## src/rtl/door_access_controller_if.sv

```systemverilog
// door_access_controller_if: keypad input and display/indicator outputs of the door access controller
// Ports: master drives key_valid/key_code and observes outputs; slave is the controller side.
interface door_access_controller_if;
  logic       key_valid;
  logic [3:0] key_code;
  logic [3:0] d4, d3, d2, d1;
  logic       disp_sel;
  logic [2:0] digit_cnt;
  logic [1:0] fail_cnt;
  logic       unlock, deny, alarm;
  modport master (output key_valid, key_code,
                  input d4, d3, d2, d1, disp_sel, digit_cnt, fail_cnt, unlock, deny, alarm);
  modport slave  (input key_valid, key_code,
                  output d4, d3, d2, d1, disp_sel, digit_cnt, fail_cnt, unlock, deny, alarm);
endinterface

```

## src/rtl/door_access_controller.sv

```systemverilog
// door_access_controller: passcode entry FSM driving unlock/deny/alarm and the entry display
// Ports: clk_i clock, rst_ni async active-low reset, bus (slave) keypad in, digits/status out.
module door_access_controller #(
  parameter logic [15:0] DEFAULT_CODE  = 16'h1234,
  parameter int          OPEN_CYCLES   = 50,
  parameter int          DENY_CYCLES   = 10,
  parameter int          LOCK_CYCLES   = 200,
  parameter int          ENTRY_TIMEOUT = 1000,
  parameter int          MAX_FAILS     = 3
) (
  input  logic                     clk_i,
  input  logic                     rst_ni,
  door_access_controller_if.slave  bus
);
  typedef enum logic [2:0] {IDLE, ENTRY, CHECK, OPEN, DENY, LOCKOUT, PROG} state_t;
  state_t      state_q, state_d;
  logic [15:0] buf_q, buf_d, code_q, code_d, timer_q, timer_d;
  logic [2:0]  cnt_q, cnt_d;
  logic [1:0]  fail_q, fail_d;
  logic        disp_q, unlock_q, deny_q, alarm_q;
  logic        is_digit, is_enter, is_clear, is_prog, key_acc, collecting;
  assign is_digit   = bus.key_valid && bus.key_code <= 4'd9;
  assign is_enter   = bus.key_valid && bus.key_code == 4'hA;
  assign is_clear   = bus.key_valid && bus.key_code == 4'hB;
  assign is_prog    = bus.key_valid && bus.key_code == 4'hC;
  assign key_acc    = bus.key_valid && bus.key_code <= 4'hB;
  assign collecting = state_q == ENTRY || state_q == PROG;
  always_comb begin
    state_d = state_q;
    buf_d   = buf_q;
    cnt_d   = cnt_q;
    fail_d  = fail_q;
    code_d  = code_q;
    // IDLE holds an empty buffer, so appending there yields {0,0,0,key}
    if ((collecting || state_q == IDLE) && is_digit && cnt_q < 3'd4) begin
      buf_d = {buf_q[11:0], bus.key_code};
      cnt_d = cnt_q + 3'd1;
    end
    if (collecting && is_clear) begin
      buf_d = '0;
      cnt_d = '0;
    end
    unique case (state_q)
      IDLE:    state_d = is_digit ? ENTRY : IDLE;
      ENTRY:   state_d = is_enter ? CHECK : (!key_acc && timer_q == 16'(ENTRY_TIMEOUT - 1)) ? IDLE : ENTRY;
      CHECK: begin
        if (cnt_q == 3'd4 && buf_q == code_q) begin
          state_d = OPEN;
          fail_d  = '0;
        end else if (3'(fail_q) + 3'd1 == 3'(MAX_FAILS)) begin
          state_d = LOCKOUT;
        end else begin
          state_d = DENY;
          fail_d  = fail_q + 2'd1;
        end
      end
      OPEN:    state_d = is_prog ? PROG : timer_q == 16'(OPEN_CYCLES - 1) ? IDLE : OPEN;
      DENY:    state_d = timer_q == 16'(DENY_CYCLES - 1) ? IDLE : DENY;
      LOCKOUT: begin
        if (timer_q == 16'(LOCK_CYCLES - 1)) begin
          state_d = IDLE;
          fail_d  = '0;
        end
      end
      PROG: begin
        if (is_enter) begin
          state_d = IDLE;
          code_d  = cnt_q == 3'd4 ? buf_q : code_q;
        end else if (!key_acc && timer_q == 16'(ENTRY_TIMEOUT - 1)) begin
          state_d = IDLE;
        end
      end
      default: state_d = IDLE;
    endcase
    // the buffer only survives while collecting or being checked
    if (!(state_d inside {ENTRY, PROG, CHECK})) begin
      buf_d = '0;
      cnt_d = '0;
    end
    timer_d = (state_d != state_q || (collecting && key_acc)) ? '0 : timer_q + 16'd1;
  end
  always_ff @(posedge clk_i or negedge rst_ni) begin
    if (!rst_ni) begin
      state_q  <= IDLE;
      buf_q    <= '0;
      cnt_q    <= '0;
      fail_q   <= '0;
      code_q   <= DEFAULT_CODE;
      timer_q  <= '0;
      disp_q   <= 1'b0;
      unlock_q <= 1'b0;
      deny_q   <= 1'b0;
      alarm_q  <= 1'b0;
    end else begin
      state_q  <= state_d;
      buf_q    <= buf_d;
      cnt_q    <= cnt_d;
      fail_q   <= fail_d;
      code_q   <= code_d;
      timer_q  <= timer_d;
      disp_q   <= state_d == ENTRY || state_d == PROG;
      unlock_q <= state_d == OPEN;
      deny_q   <= state_d == DENY;
      alarm_q  <= state_d == LOCKOUT;
    end
  end
  assign bus.d4        = buf_q[15:12];
  assign bus.d3        = buf_q[11:8];
  assign bus.d2        = buf_q[7:4];
  assign bus.d1        = buf_q[3:0];
  assign bus.digit_cnt = cnt_q;
  assign bus.fail_cnt  = fail_q;
  assign bus.disp_sel  = disp_q;
  assign bus.unlock    = unlock_q;
  assign bus.deny      = deny_q;
  assign bus.alarm     = alarm_q;
endmodule

```

## src/flat_wrapper.sv

```systemverilog
// flat-port wrapper written by rule: the top's interface ports become plain ports
module door_access_controller_flat 
#(
  parameter logic [15:0] DEFAULT_CODE  = 16'h1234,
  parameter int          OPEN_CYCLES   = 50,
  parameter int          DENY_CYCLES   = 10,
  parameter int          LOCK_CYCLES   = 200,
  parameter int          ENTRY_TIMEOUT = 1000,
  parameter int          MAX_FAILS     = 3
)
  (clk_i, rst_ni, bus_key_valid, bus_key_code, bus_d4, bus_d3, bus_d2, bus_d1, bus_disp_sel, bus_digit_cnt, bus_fail_cnt, bus_unlock, bus_deny, bus_alarm);
  door_access_controller_if bus_i ();
  input  logic clk_i;
  input  logic rst_ni;
  input wire logic [$bits(bus_i.key_valid)-1:0] bus_key_valid;
  input wire logic [$bits(bus_i.key_code)-1:0] bus_key_code;
  output wire logic [$bits(bus_i.d4)-1:0] bus_d4;
  output wire logic [$bits(bus_i.d3)-1:0] bus_d3;
  output wire logic [$bits(bus_i.d2)-1:0] bus_d2;
  output wire logic [$bits(bus_i.d1)-1:0] bus_d1;
  output wire logic [$bits(bus_i.disp_sel)-1:0] bus_disp_sel;
  output wire logic [$bits(bus_i.digit_cnt)-1:0] bus_digit_cnt;
  output wire logic [$bits(bus_i.fail_cnt)-1:0] bus_fail_cnt;
  output wire logic [$bits(bus_i.unlock)-1:0] bus_unlock;
  output wire logic [$bits(bus_i.deny)-1:0] bus_deny;
  output wire logic [$bits(bus_i.alarm)-1:0] bus_alarm;
  assign bus_i.key_valid = bus_key_valid;
  assign bus_i.key_code = bus_key_code;
  assign bus_d4 = bus_i.d4;
  assign bus_d3 = bus_i.d3;
  assign bus_d2 = bus_i.d2;
  assign bus_d1 = bus_i.d1;
  assign bus_disp_sel = bus_i.disp_sel;
  assign bus_digit_cnt = bus_i.digit_cnt;
  assign bus_fail_cnt = bus_i.fail_cnt;
  assign bus_unlock = bus_i.unlock;
  assign bus_deny = bus_i.deny;
  assign bus_alarm = bus_i.alarm;
  door_access_controller #(.DEFAULT_CODE(DEFAULT_CODE), .OPEN_CYCLES(OPEN_CYCLES), .DENY_CYCLES(DENY_CYCLES), .LOCK_CYCLES(LOCK_CYCLES), .ENTRY_TIMEOUT(ENTRY_TIMEOUT), .MAX_FAILS(MAX_FAILS)) u_core (.clk_i(clk_i), .rst_ni(rst_ni), .bus(bus_i));
endmodule
```

## config.mk

```make
export PLATFORM = sky130hd
export DESIGN_NAME = door_access_controller_flat
export DESIGN_NICKNAME = d
export VERILOG_FILES = /design/src/rtl/door_access_controller_if.sv /design/src/rtl/door_access_controller.sv /design/src/flat_wrapper.sv
export SDC_FILE = /design/constraint.sdc
export NUM_CORES = 1
export LEC_CHECK = 0
export BUFFER_PORTS_ARGS = -buffer_cell sky130_fd_sc_hd__buf_4
export CAP_MARGIN = 30
export CORE_AREA = 2 2 92 76
export CTS_BUF_LIST = sky130_fd_sc_hd__clkbuf_16
export CTS_CLUSTER_DIAMETER = 200
export CTS_CLUSTER_SIZE = 25
export DETAILED_ROUTE_END_ITERATION = 8
export DIE_AREA = 0 0 94 78
export GPL_ROUTABILITY_DRIVEN = 1
export HOLD_SLACK_MARGIN = 0.12
export PLACE_DENSITY = 0.68
export SLEW_MARGIN = 20
export SYNTH_ARGS = -nofsm -noshare
export SYNTH_HDL_FRONTEND = slang
export SYNTH_SLANG_ARGS = --single-unit
```

## constraint.sdc

```tcl
create_clock -name clk_i -period 3.6 [get_ports clk_i]
set_input_delay 0.54 -clock clk_i [delete_from_list [all_inputs] [get_ports clk_i]]
set_output_delay 0.54 -clock clk_i [all_outputs]
set_load 0.02 [all_outputs]
```

# ---- After elaboration in Yosys (flattened, before gate mapping)
# Index checks and enable logic that the tools add are counted.
dict set report word_totals {
  regBits 60
  input_bits 7
  out_inout_bits 25
  wordCells 87
}
dict set report classes {
  add_sub_neg 4
  n_lt_le_gt_ge 3
  eq_ne 26
  muxes 23
  n_reduce_logical 21
}
# operator n
set ops {}
lappend ops {{$mux 16} 4}
lappend ops {{$mux 3} 10}
lappend ops {{$eq 3x3->1 const B} 7}
lappend ops {{$pmux 3 s7} 1}
lappend ops {{$add 16x1->16 const B} 1}
lappend ops {{$eq 16x10->1 const B} 1}
lappend ops {{$eq 16x16->1} 1}
lappend ops {{$eq 16x4->1 const B} 1}
lappend ops {{$eq 16x6->1 const B} 1}
lappend ops {{$eq 16x8->1 const B} 1}
lappend ops {{$eq 3x2->1 const B} 5}
lappend ops {{$eq 4x4->1 const B} 3}
lappend ops {{$logic_and 1x1->1} 11}
lappend ops {{$le 4x4->1 const B} 2}
lappend ops {{$mux 2} 4}
lappend ops {{$eq 3x1->1 const B} 2}
lappend ops {{$reduce_and 3->1} 2}
lappend ops {{$logic_or 1x1->1} 4}
lappend ops {{$pmux 2 s2} 1}
lappend ops {{$add 2x1->3 const B} 1}
lappend ops {{$add 3x1->3 const B} 1}
lappend ops {{$logic_not 3->1} 1}
lappend ops {{$lt 3x3->1 const B} 1}
lappend ops {{$mux 1} 3}
lappend ops {{8 further kinds} 8}

# ---- Logic depth before layout (Yosys ltp)
dict set report depth {
  word_depth 10
  depth_mapped 10
  depth_no_buf 9
}

# ---- Least setup slack after synthesis
# Ideal clock, no wire load.
dict set report synth_timing {
  path_type {register -> register}
  start {reg u_core.timer_q[0]}
  end {reg u_core.timer_q[10]}
  setup_time_ns 0.080
  arrival_time_ns 2.316
  required_ns 3.520
  path_slack_ns 1.204
  stages_incl_launch_ff 10
  n_path_buf 1
  synth_period_minus_slack_ns 2.396
  cell_sequence {dfrtp_1 > ha_1 > nand2_1 > or3_1 > o211ai_1 > a31oi_1 > or3b_4 > mux2_4 > buf_6 > nor3_2}
}
dict set report synth_between {
  elab_chain_cells 8
  elab_cells_between_ends 18
  classes_between {add/sub: 1; eq/ne: 5; mux: 10; reduce/logical: 2}
}
# item line_no
set synth_lines {}
lappend synth_lines {{start, declared} door_access_controller.sv:17} ;# logic [15:0] buf_q, buf_d, code_q, code_d, timer_q, timer_d;
lappend synth_lines {{start signal, assigned} door_access_controller.sv:100} ;# timer_q <= timer_d;
lappend synth_lines {{$eq 16x10->1} {door_access_controller.sv:45, door_access_controller.sv:69}}
lappend synth_lines {{$logic_and 1x1->1} {door_access_controller.sv:45, door_access_controller.sv:69}}
lappend synth_lines {{$mux 3 / $mux 1 (equally long branches)} {door_access_controller.sv:69, door_access_controller.sv:45}}
lappend synth_lines {{$mux 3 (on tied branches)} {door_access_controller.sv:66, door_access_controller.sv:45}}
lappend synth_lines {{$pmux 3 s7 *} door_access_controller.sv:43} ;# unique case (state_q)
lappend synth_lines {{net u_core.state_d[0]} door_access_controller.sv:16} ;# state_t state_q, state_d;
lappend synth_lines {{$ne 3x3->1 *} door_access_controller.sv:80} ;# timer_d = (state_d != state_q || (collecting && key_acc)) ? '0 : timer_q + 16'd1;
lappend synth_lines {{$logic_or 1x1->1 *} door_access_controller.sv:80}
lappend synth_lines {{$mux 16 *} door_access_controller.sv:80}
lappend synth_lines {{net u_core.timer_d[10]} door_access_controller.sv:17}
# The timed path passes the listed nets; every way through them passes the cells marked *.
# A chain may end at the register's enable or synchronous reset.

# ---- Final worst setup path
dict set report layout_timing {
  start {reg u_core.timer_q[0]}
  end {reg u_core.timer_q[0]}
}
# The elaborated chain is that of the path after synthesis.

==> impl_metrics.ini <==
[sta]
setup_violations = 0
maxSlewHeadroom_pct = 50.0
rsz0062_at_grt = false
worst_pin_slew_ps = 750
hold_viol = 0
fin_crit_sh_pct = 73.8
fin_crit_ps = 2660
tns_ps = 0
finClkSkew_ps = 7.82
fmax_mhz = 377
maxSlewViolCount = 0

[floorplan]
fp.dieW_um = 94
initial_utilization_pct = 49.6
core_area_sq_mm = 0.00634
ios = 32
dieArea_sq_mm = 0.00733
fp.dieH_um = 78
rows = 26

[synthesis]
async_flop_share_pct = 100
synth-seq-cells = 60
synth.top_cell.area_share_pct = 43.8
avgSynthCellArea_sq_um = 10.8
synth_edf_count = 0
synth-main-ff-cell = dfrtp_1
ys_top_cells_by_count = dfrtp_1, nor3_1, xnor2_1
post-synth-top-count-cell = dfrtp_1
synth.distinct_cells = 50
ys_seq_area_share_pct = 47.9
syn_area_sq_mm = 0.00315
yosysTopAreaCell = dfrtp_1
synthTopCellsByArea = dfrtp_1, mux2_2, xnor2_1
syn-num-nets = 303
synth_cells = 291
yosysWarnings = 0

[power]
power.density_mw_per_mm2 = 620
ir_drop_v = 0.000325
leakage_nw = 1.73

[route]
wl_um = 6550
wl_per_cell_um = 15.8
viasPerCell = 5.45
ant_nets = 0
drtIter0Drc = 121
vias = 2258
dr.pass1.iters = 4
remaining_drc_errors = 0

[worst_setup_path]
critPathMaxFanout = 16
crit-reg2reg-launch = u_core.timer_q[0]$_DFF_PN0_
crit_type = reg -> reg
crit_arrival_ps = 2870
r2r_setup_slack_ps = 940
required_ps = 3820
regToRegEndpoint = u_core.timer_q[0]$_DFF_PN0_
start_kind = flip-flop
ff2ff_path_depth = 8
cp-end-kind = flip-flop

[cts]
cts_tree = yes
cts.path.max_buffers = 2
cts_root_buffer = clkbuf_16
worstSkewPairLatency_ps = 320
clkSinkCount = 60
ctsHtreeMaxLevel = 3
cts.clk_slew.worst_paths_ps = 50
post_cts_resized = 0
post_cts_buffers = 0
cts_inserted_buffers = 9
cts-hold-fix-buffers = 0

[global_routing]
grt_overflow = 0
gr-usage-all-layers_pct = 19.9
first_global_vias = 2187
grt_max_degree = 61
grt_pass1_wl_um = 11200
antenna_found_initial = 0

[job]
drv_cap = 0

[finish]
area_growth_pct = 18.1
diodes = 0
drive_gt1_share_pct = 26.7
postLayoutCoreUtil_pct = 58.6
nNetsFinal = 337

[placement]
portBuffers = 31
gp_congestion = 0.866
dp_hpwl_um = 4410

[status]
status = finished clean

[min_path]
worstHoldPathType = in -> async
[cell families (layout without fill, tap and decap cells)]
family / count (synthesis) / after routing / synth area share, %
compound gates: 29 / 29 / 6.17
xor+xnor: 31 / 31 / 8.63
buf+inv: 20 / 59 / 2.78
fa+ha+maj: 5 / 5 / 1.99
simple gates: 112 / 112 / 20.8
flops: 60 / 60 / 47.9
mux: 34 / 34 / 11.7
[where the power goes]
| part | switching, mW | internal [mW] |
|---|---|---|
| sequential | 0.0886 | 0.747 |
| clock | 0.271 | 0.448 |
| combinational | 0.466 | 0.284 |
| total | 0.825 | 1.48 |
[cell usage in the layout, fill, tap and decap left out, types with 2 or more instances in the layout]
master,netlist,final
dfrtp_1,55,55
buf_4,0,35
nor3_1,25,24
xnor2_1,21,21
nand2_1,17,17
mux2_2,17,17
nor2_1,16,16
mux2i_1,16,16
inv_1,8,11
nand3_1,11,11
nor3_2,10,11
xor2_1,10,10
clkbuf_16,0,9
o21ai_0,7,7
nand4_1,6,6
a21oi_1,6,6
ha_1,5,5
dfstp_2,5,5
nor4_1,4,4
and4b_1,3,3
nand3b_1,3,3
a21boi_0,2,2
nor2b_1,2,2
nor4b_1,2,2
o21ai_1,2,2
a31oi_1,2,2
and2_1,2,2
clkinv_2,0,2
clkinv_1,0,2
[metrics by stage]
stage	setup slack, ps	power (mW)	instances	instance area, sq um	hold WS [ps]
global route	729	2.44	414	3710	354
floorplan	1200	1.37	291	3150	244
CTS	956	2.32	414	3710	320
global placement	1050	1.58	398	3460	491
finish	945	2.30	414	3710	279
detailed placement	965	1.59	398	3460	506
[layout make-up]
cell class,count,area [sq um]
timing repair buffer,35,263
clock inverter,7,28.8
tap,84,105
inverter,8,30.0
multi-input combinational,211,1560
sequential,60,1510
fill,567,2630
clock buffer,9,225
[per-layer routing]
metal	vias up	GRT usage, %	wire length (um)
li1	1108	-	-
met1	1099	29.7	3430
met2	45	27.6	2810
met3	6	6.50	253
met4	0	5.65	61
met5	-	0	0
[flip-flops by register name, summed over array words and instances (netlist names)]
| register | cells |
|---|---|
| u_core.bus.digit_cnt | 3 |
| u_core.bus.unlock | 1 |
| u_core.buf_q | 16 |
| u_core.state_q | 3 |
| u_core.code_q | 16 |
| u_core.bus.deny | 1 |
| u_core.bus.alarm | 1 |
| u_core.timer_q | 16 |
| u_core.bus.fail_cnt | 2 |
| u_core.bus.disp_sel | 1 |
[critical path, stage by stage (launching register included)]
cell      delay, ps
dfrtp_1         390
ha_1            240
nand2_1          80
or3_1           400
o211ai_1        190
a31oi_1         150
or3b_4          410
mux2_4          400
nor4_1          290
[worst max-delay path by stage]
stage	startpoint	end	slack (ps)	cells past startpoint
after CTS	u_core.timer_q[0]$_DFF_PN0_	u_core.timer_q[0]$_DFF_PN0_	960	8
after global routing	u_core.timer_q[0]$_DFF_PN0_	u_core.bus.digit_cnt[1]$_DFFE_PN0P_	730	9
after detailed placement	u_core.timer_q[0]$_DFF_PN0_	u_core.timer_q[2]$_DFF_PN0_	970	8
after global placement	u_core.timer_q[0]$_DFF_PN0_	u_core.bus.digit_cnt[1]$_DFFE_PN0P_	1050	9
final	u_core.timer_q[0]$_DFF_PN0_	u_core.timer_q[0]$_DFF_PN0_	940	8
after floorplan	u_core.timer_q[0]$_DFF_PN0_	u_core.timer_q[10]$_DFF_PN0_	1200	9
Note: power is estimated with default switching activity, not from simulation.
